--- src/rtl/conv_ctrl_16_4_pkg.sv ---
`default_nettype none
// ============================================================================
//  Module   : conv_ctrl_pkg
//  Brief    : Shared types and sizes for the 1-D convolution control unit
//             (16 input samples, 4 filter taps, 13 outputs per vector).
//  Revision : 1.0  initial release
// ============================================================================
package conv_ctrl_pkg;

    localparam int N     = 16;          // samples per input vector
    localparam int M     = 4;           // filter taps
    localparam int N_OUT = N - M + 1;   // outputs per input vector
    localparam int AW_X  = $clog2(N);   // input-memory address width
    localparam int AW_F  = $clog2(M);   // filter-ROM address width

    typedef enum logic [1:0] {
        LOAD  = 2'd0,
        MAC   = 2'd1,
        FLUSH = 2'd2,
        OUT   = 2'd3
    } state_t;

endpackage
`default_nettype wire

--- src/rtl/conv_ctrl_16_4_if.sv ---
`default_nettype none
// ============================================================================
//  Module   : conv_ctrl_16_4_if
//  Brief    : Handshake and memory-control bundle between the convolution
//             controller (master) and its datapath/environment (slave).
//  Revision : 1.0  initial release
// ============================================================================
interface conv_ctrl_16_4_if;
    import conv_ctrl_pkg::*;

    logic            x_valid;
    logic            x_ready;
    logic            wr_en_x;
    logic [AW_X-1:0] addr_x;
    logic [AW_F-1:0] addr_f;
    logic            clear_acc;
    logic            en_acc;
    logic            y_valid;
    logic            y_ready;

    // Controller side
    modport master (
        input  x_valid, y_ready,
        output x_ready, wr_en_x, addr_x, addr_f, clear_acc, en_acc, y_valid
    );

    // Datapath / environment side
    modport slave (
        output x_valid, y_ready,
        input  x_ready, wr_en_x, addr_x, addr_f, clear_acc, en_acc, y_valid
    );

endinterface
`default_nettype wire

--- src/rtl/conv_ctrl_16_4.sv ---
`default_nettype none
// ============================================================================
//  Module   : conv_ctrl_16_4
//  Brief    : Sequencer for a 16-sample / 4-tap 1-D convolution datapath.
//             Loads a vector, then for each of 13 outputs issues 4 MAC reads,
//             one flush cycle, and presents the result on y_valid/y_ready.
//  Revision : 1.0  initial release
// ============================================================================
module conv_ctrl_16_4
    import conv_ctrl_pkg::*;
(
    input  wire logic        clk,
    input  wire logic        reset,
    conv_ctrl_16_4_if.master bus
);

    state_t          state;
    state_t          state_nxt;
    logic [AW_X-1:0] wcnt;
    logic [AW_X-1:0] out_idx;
    logic [AW_F-1:0] tap;

    logic last_sample;
    logic last_tap;
    logic last_out;

    assign last_sample = (wcnt    == AW_X'(N - 1));
    assign last_tap    = (tap     == AW_F'(M - 1));
    assign last_out    = (out_idx == AW_X'(N - M));

    // State register
    always_ff @(posedge clk) begin
        if (reset) state <= LOAD;
        else       state <= state_nxt;
    end

    // Next-state and state-decoded outputs; x_ready/y_valid depend on state only
    always_comb begin
        state_nxt   = state;
        bus.x_ready = 1'b0;
        bus.wr_en_x = 1'b0;
        bus.y_valid = 1'b0;
        bus.addr_x  = out_idx + AW_X'(tap);
        bus.addr_f  = tap;
        case (state)
            LOAD: begin
                bus.x_ready = 1'b1;
                bus.wr_en_x = bus.x_valid;
                bus.addr_x  = wcnt;
                if (bus.x_valid && last_sample) state_nxt = MAC;
            end
            MAC: begin
                if (last_tap) state_nxt = FLUSH;
            end
            FLUSH: begin
                state_nxt = OUT;
            end
            OUT: begin
                bus.y_valid = 1'b1;
                if (bus.y_ready) state_nxt = last_out ? LOAD : MAC;
            end
            default: state_nxt = LOAD;
        endcase
    end

    // Sample, output-index and tap counters; tap is parked at 0 outside MAC so
    // addresses stay static while a result waits in OUT
    always_ff @(posedge clk) begin
        if (reset) begin
            wcnt    <= '0;
            out_idx <= '0;
            tap     <= '0;
        end else begin
            case (state)
                LOAD: begin
                    if (bus.x_valid) begin
                        if (last_sample) begin
                            wcnt    <= '0;
                            out_idx <= '0;
                            tap     <= '0;
                        end else begin
                            wcnt <= wcnt + 1'b1;
                        end
                    end
                end
                MAC: begin
                    tap <= last_tap ? '0 : tap + 1'b1;
                end
                OUT: begin
                    if (bus.y_ready && !last_out) begin
                        out_idx <= out_idx + 1'b1;
                        tap     <= '0;
                    end
                end
                default: ;
            endcase
        end
    end

    // Accumulator controls lag the address issue by one cycle to meet memory data
    always_ff @(posedge clk) begin
        if (reset) begin
            bus.en_acc    <= 1'b0;
            bus.clear_acc <= 1'b0;
        end else begin
            bus.en_acc    <= (state == MAC);
            bus.clear_acc <= (state == MAC) && (tap == '0);
        end
    end

endmodule
`default_nettype wire

--- src/flat_wrapper.sv ---
// flat-port wrapper written by rule: the top's interface ports become plain ports
module conv_ctrl_16_4_flat import conv_ctrl_pkg::*;
  (clk, reset, bus_x_valid, bus_y_ready, bus_x_ready, bus_wr_en_x, bus_addr_x, bus_addr_f, bus_clear_acc, bus_en_acc, bus_y_valid);
  conv_ctrl_16_4_if bus_i ();
  input  wire logic clk;
  input  wire logic reset;
  input wire logic [$bits(bus_i.x_valid)-1:0] bus_x_valid;
  input wire logic [$bits(bus_i.y_ready)-1:0] bus_y_ready;
  output wire logic [$bits(bus_i.x_ready)-1:0] bus_x_ready;
  output wire logic [$bits(bus_i.wr_en_x)-1:0] bus_wr_en_x;
  output wire logic [$bits(bus_i.addr_x)-1:0] bus_addr_x;
  output wire logic [$bits(bus_i.addr_f)-1:0] bus_addr_f;
  output wire logic [$bits(bus_i.clear_acc)-1:0] bus_clear_acc;
  output wire logic [$bits(bus_i.en_acc)-1:0] bus_en_acc;
  output wire logic [$bits(bus_i.y_valid)-1:0] bus_y_valid;
  assign bus_i.x_valid = bus_x_valid;
  assign bus_i.y_ready = bus_y_ready;
  assign bus_x_ready = bus_i.x_ready;
  assign bus_wr_en_x = bus_i.wr_en_x;
  assign bus_addr_x = bus_i.addr_x;
  assign bus_addr_f = bus_i.addr_f;
  assign bus_clear_acc = bus_i.clear_acc;
  assign bus_en_acc = bus_i.en_acc;
  assign bus_y_valid = bus_i.y_valid;
  conv_ctrl_16_4 u_core (.clk(clk), .reset(reset), .bus(bus_i));
endmodule
--- config.mk ---
export PLATFORM = sky130hd
export DESIGN_NAME = conv_ctrl_16_4_flat
export DESIGN_NICKNAME = d
export VERILOG_FILES = /design/src/rtl/conv_ctrl_16_4_pkg.sv /design/src/rtl/conv_ctrl_16_4_if.sv /design/src/rtl/conv_ctrl_16_4.sv /design/src/flat_wrapper.sv
export SDC_FILE = /design/constraint.sdc
export NUM_CORES = 1
export LEC_CHECK = 0
export ABC_CLOCK_PERIOD_IN_PS = 3400
export BUFFER_PORTS_ARGS = -buffer_cell sky130_fd_sc_hd__buf_2
export CORE_MARGIN = 4
export CORE_UTILIZATION = 55
export CTS_BUF_LIST = sky130_fd_sc_hd__clkbuf_4 sky130_fd_sc_hd__clkbuf_8
export DETAILED_ROUTE_END_ITERATION = 10
export HOLD_SLACK_MARGIN = 0.08
export PLACE_DENSITY = 0.78
export SETUP_SLACK_MARGIN = 0.15
export SLEW_MARGIN = 20
export SYNTH_ARGS = -nofsm -noshare
export SYNTH_HDL_FRONTEND = slang
export SYNTH_SLANG_ARGS = --single-unit
export TNS_END_PERCENT = 1
--- constraint.sdc ---
create_clock -name clk -period 3.4 [get_ports clk]
set_input_delay 0.51 -clock clk [delete_from_list [all_inputs] [get_ports clk]]
set_output_delay 0.51 -clock clk [all_outputs]
set_load 0.02 [all_outputs]
==> run metrics <==
first-pass GRT wire length 3.23 mm; status completed; total wire length ~1.9 mm; post-layout power 0.430 mW; Fin. Hold Viols 0; synthesized area a little over 900 µm²; Slew Limit Fails 0; DRC marker count from the first detailed-route iteration 14; DRC 0; largest net degree at the start of global routing 15; Clock Path Buffers 2; Placer Congestion between 0.8 and 0.9; crit path max fanout 5; Synth top area share 30.7%; Yosys cell types 34; Synth-to-Final Area Change 11.1%; slowest stage delay, CP 0.42 ns; worst path cell trace ha_1 -> inv_1 -> fa_1 -> xor2_1 -> o21ai_0 -> buf_2; TritonCTS Buffers 3; DR vias approximately 790; worst slew pin tran between 0.5 and 0.6 ns; top post-synthesis cells by area dfxtp_1 31%, ha_1 15%, nand3_1 5.5%; syn nets 122; worst path required time 2.89 ns; slowest stage cell, crit path dfxtp_1; clock latency on the worst-skew pair 0.28 ns; Initial Utilization ~60%; CTS tree built; Crit Path Class reg -> out; worst reg2reg endpoint u_core.state[1]$_SDFFE_PP0P_; fin nets 137; Top FF cell, synth dfxtp_1; I/O pin count 15; Final Cell Area between 0.001 and 0.0015 mm²; reg-to-reg critical path startpoint u_core.state[0]$_SDFFE_PP0P_; Die Width slightly below 50 µm; Synth Instances ~110; worst rel slew slack 64.7%; r2r setup slk 1.66 ns; Area after DPL a little under 0.001 mm²; clk root buf clkbuf_4; Yosys reg bits 14; WL/cell 13.6 µm; n_diodes 0; CP endpoint kind primary output; Syn. warnings 0; EDFF count, synth 0; period utilization 68.3%; Hold Path Depth 2; share of cells above drive strength 1 18.3%; drt pass-1 iters 4; die height 48.8 µm; Resized Gates After CTS 0; Hold WC Path Type reg -> reg; All-Layer GR Usage 16.6%; Final setup viols 0; # hold bufs at CTS 0; vias in the first global route 754; cell taking the most area after synthesis dfxtp_1; initial antenna violation count 0; synthesized area per cell 8.62 µm²; P_leak 0.453 nW; Fin Setup TNS 0 ns; Tmin final 2.32 ns; Max Freq between 400 and 500 MHz; die area 0.00238 mm²; CP arrival 1.81 ns; CORE AREA 0.00154 mm²; I/O Buffers 14; worst hold margin 0.518 ns; DP Cell Count 132; CP startpoint kind register; Rows 14; via/cell ratio 5.80; CTS clk-pin slew, worst paths roughly 0.090 ns; asr flop ratio synth 0%; hold wc startpoint u_core.wcnt[1]$_SDFFE_PP0P_; P per Cell Area 424 mW/mm²; setup bufs post-CTS 0; clk_skew 0.00660 ns; max-cap viol count 0; total global routing overflow 0; Layout Cells excl Fill 136; Reg2Reg Depth 5; fill count 141; Clock Sinks 14; htree depth 1; commonest cells after routing, fill and taps aside 14 x buf_2, 14 x dfxtp_1, 11 x inv_1, 11 x ha_1, 10 x nand3_1; post-synthesis sequential area ratio 30.7%; Hold Path End u_core.wcnt[1]$_SDFFE_PP0P_; Peak VDD IR between 400 and 500 µV; hpwl dp ~1.4 mm; post-route ant nets 0; RSZ-0062 raised after global routing no
[critical path: cells and delay by family, from the launching register on]
kind / cells / cell delay, ns
flip-flops: 1 / 0.42
adder cells (fa/ha/maj): 2 / 0.59
AO/OA/AOI/OAI: 1 / 0.13
buffers and inverters: 2 / 0.25
XOR/XNOR: 1 / 0.15
[metrics by stage]
| stage | setup WS, ns | util, % |
|---|---|---|
| after floorplan | 1.14 | - |
| after global placement | 1.41 | 63.5 |
| after detailed placement | 1.39 | 63.5 |
| after CTS | 1.07 | 65.8 |
| after global routing | 0.956 | 65.8 |
| final | 1.08 | 65.8 |
[Yosys cell counts (2+ instances only)]
cell type   n
a21oi_1     9
buf_2       2
dfxtp_1    14
ha_1       11
inv_1      11
mux2_2      2
mux2i_1     3
nand2_1     9
nand3_1    10
nor2_1      4
nor2b_1     2
o21ai_0     3
o2bb2ai_1   2
o311ai_1    2
o41ai_1     2
xor2_1      2
[routing by layer]
layer | vias to the layer above | GRT usage, % | part of all wire (%) | routed length (µm)
li1 | 404 | - | - | -
met1 | 360 | 21.4 | 47 | 877
met2 | 23 | 27.2 | 46 | 860
met3 | 2 | 3.07 | 5.5 | 101
met4 | 0 | 5.83 | 0.76 | 14
met5 | - | 0 | 0 | 0
[report_power, final]
| group | internal, mW | leakage (nW) | switching, mW | total, mW |
|---|---|---|---|---|
| Clock | 0.0651 | 0.0210 | 0.0571 | 0.122 |
| Sequential | 0.175 | 0.113 | 0.0104 | 0.185 |
| Combinational | 0.0461 | 0.319 | 0.0770 | 0.123 |
| Total | 0.286 | 0.453 | 0.144 | 0.430 |
[flip-flops by register name (all words and copies together), names as in the netlist]
register              flops
u_core.wcnt               4
u_core.bus.clear_acc      1
u_core.out_idx            4
u_core.bus.en_acc         1
u_core.bus.addr_f         2
u_core.state              2
[how the worst max path moves through the flow]
stage | start | end | slack, ns | cells past startpoint
after floorplan | u_core.bus.addr_f[0]$_SDFFE_PP0P_ | bus_addr_x[2] | 1.14 | 5
after global placement | u_core.bus.addr_f[0]$_SDFFE_PP0P_ | bus_addr_x[2] | 1.41 | 6
after detailed placement | u_core.bus.addr_f[0]$_SDFFE_PP0P_ | bus_addr_x[2] | 1.39 | 6
after CTS | u_core.bus.addr_f[0]$_SDFFE_PP0P_ | bus_addr_x[2] | 1.07 | 6
after global routing | u_core.bus.addr_f[0]$_SDFFE_PP0P_ | bus_addr_x[2] | 0.96 | 6
final | u_core.bus.addr_f[0]$_SDFFE_PP0P_ | bus_addr_x[2] | 1.08 | 6
[area by class of cell]
| class | count | area, µm² | area share [%] |
|---|---|---|---|
| repair buffers | 14 | 70.1 | 6.91 |
| inverters | 11 | 41.3 | 4.07 |
| multi-input cells | 77 | 567 | 55.9 |
| clock buffers | 4 | 36.3 | 3.58 |
| flip-flops and latches | 14 | 280 | 27.6 |
| well taps | 16 | 20.0 | 1.97 |
[kinds of logic (layout without fill, tap and decap cells)]
| group | after synthesis | in the layout | synth area share [%] |
|---|---|---|---|
| adders and majority gates | 12 | 12 | 17.3 |
| buffers and inverters | 15 | 29 | 7.26 |
| AOI/OAI and AO/OA | 25 | 25 | 18.4 |
| and+or+nand+nor | 32 | 32 | 17.8 |
| muxes | 5 | 5 | 5.75 |
| DFF | 14 | 14 | 30.7 |
| xor gates and xnor gates | 3 | 3 | 2.88 |
Note: power is estimated with default switching activity, not from simulation.
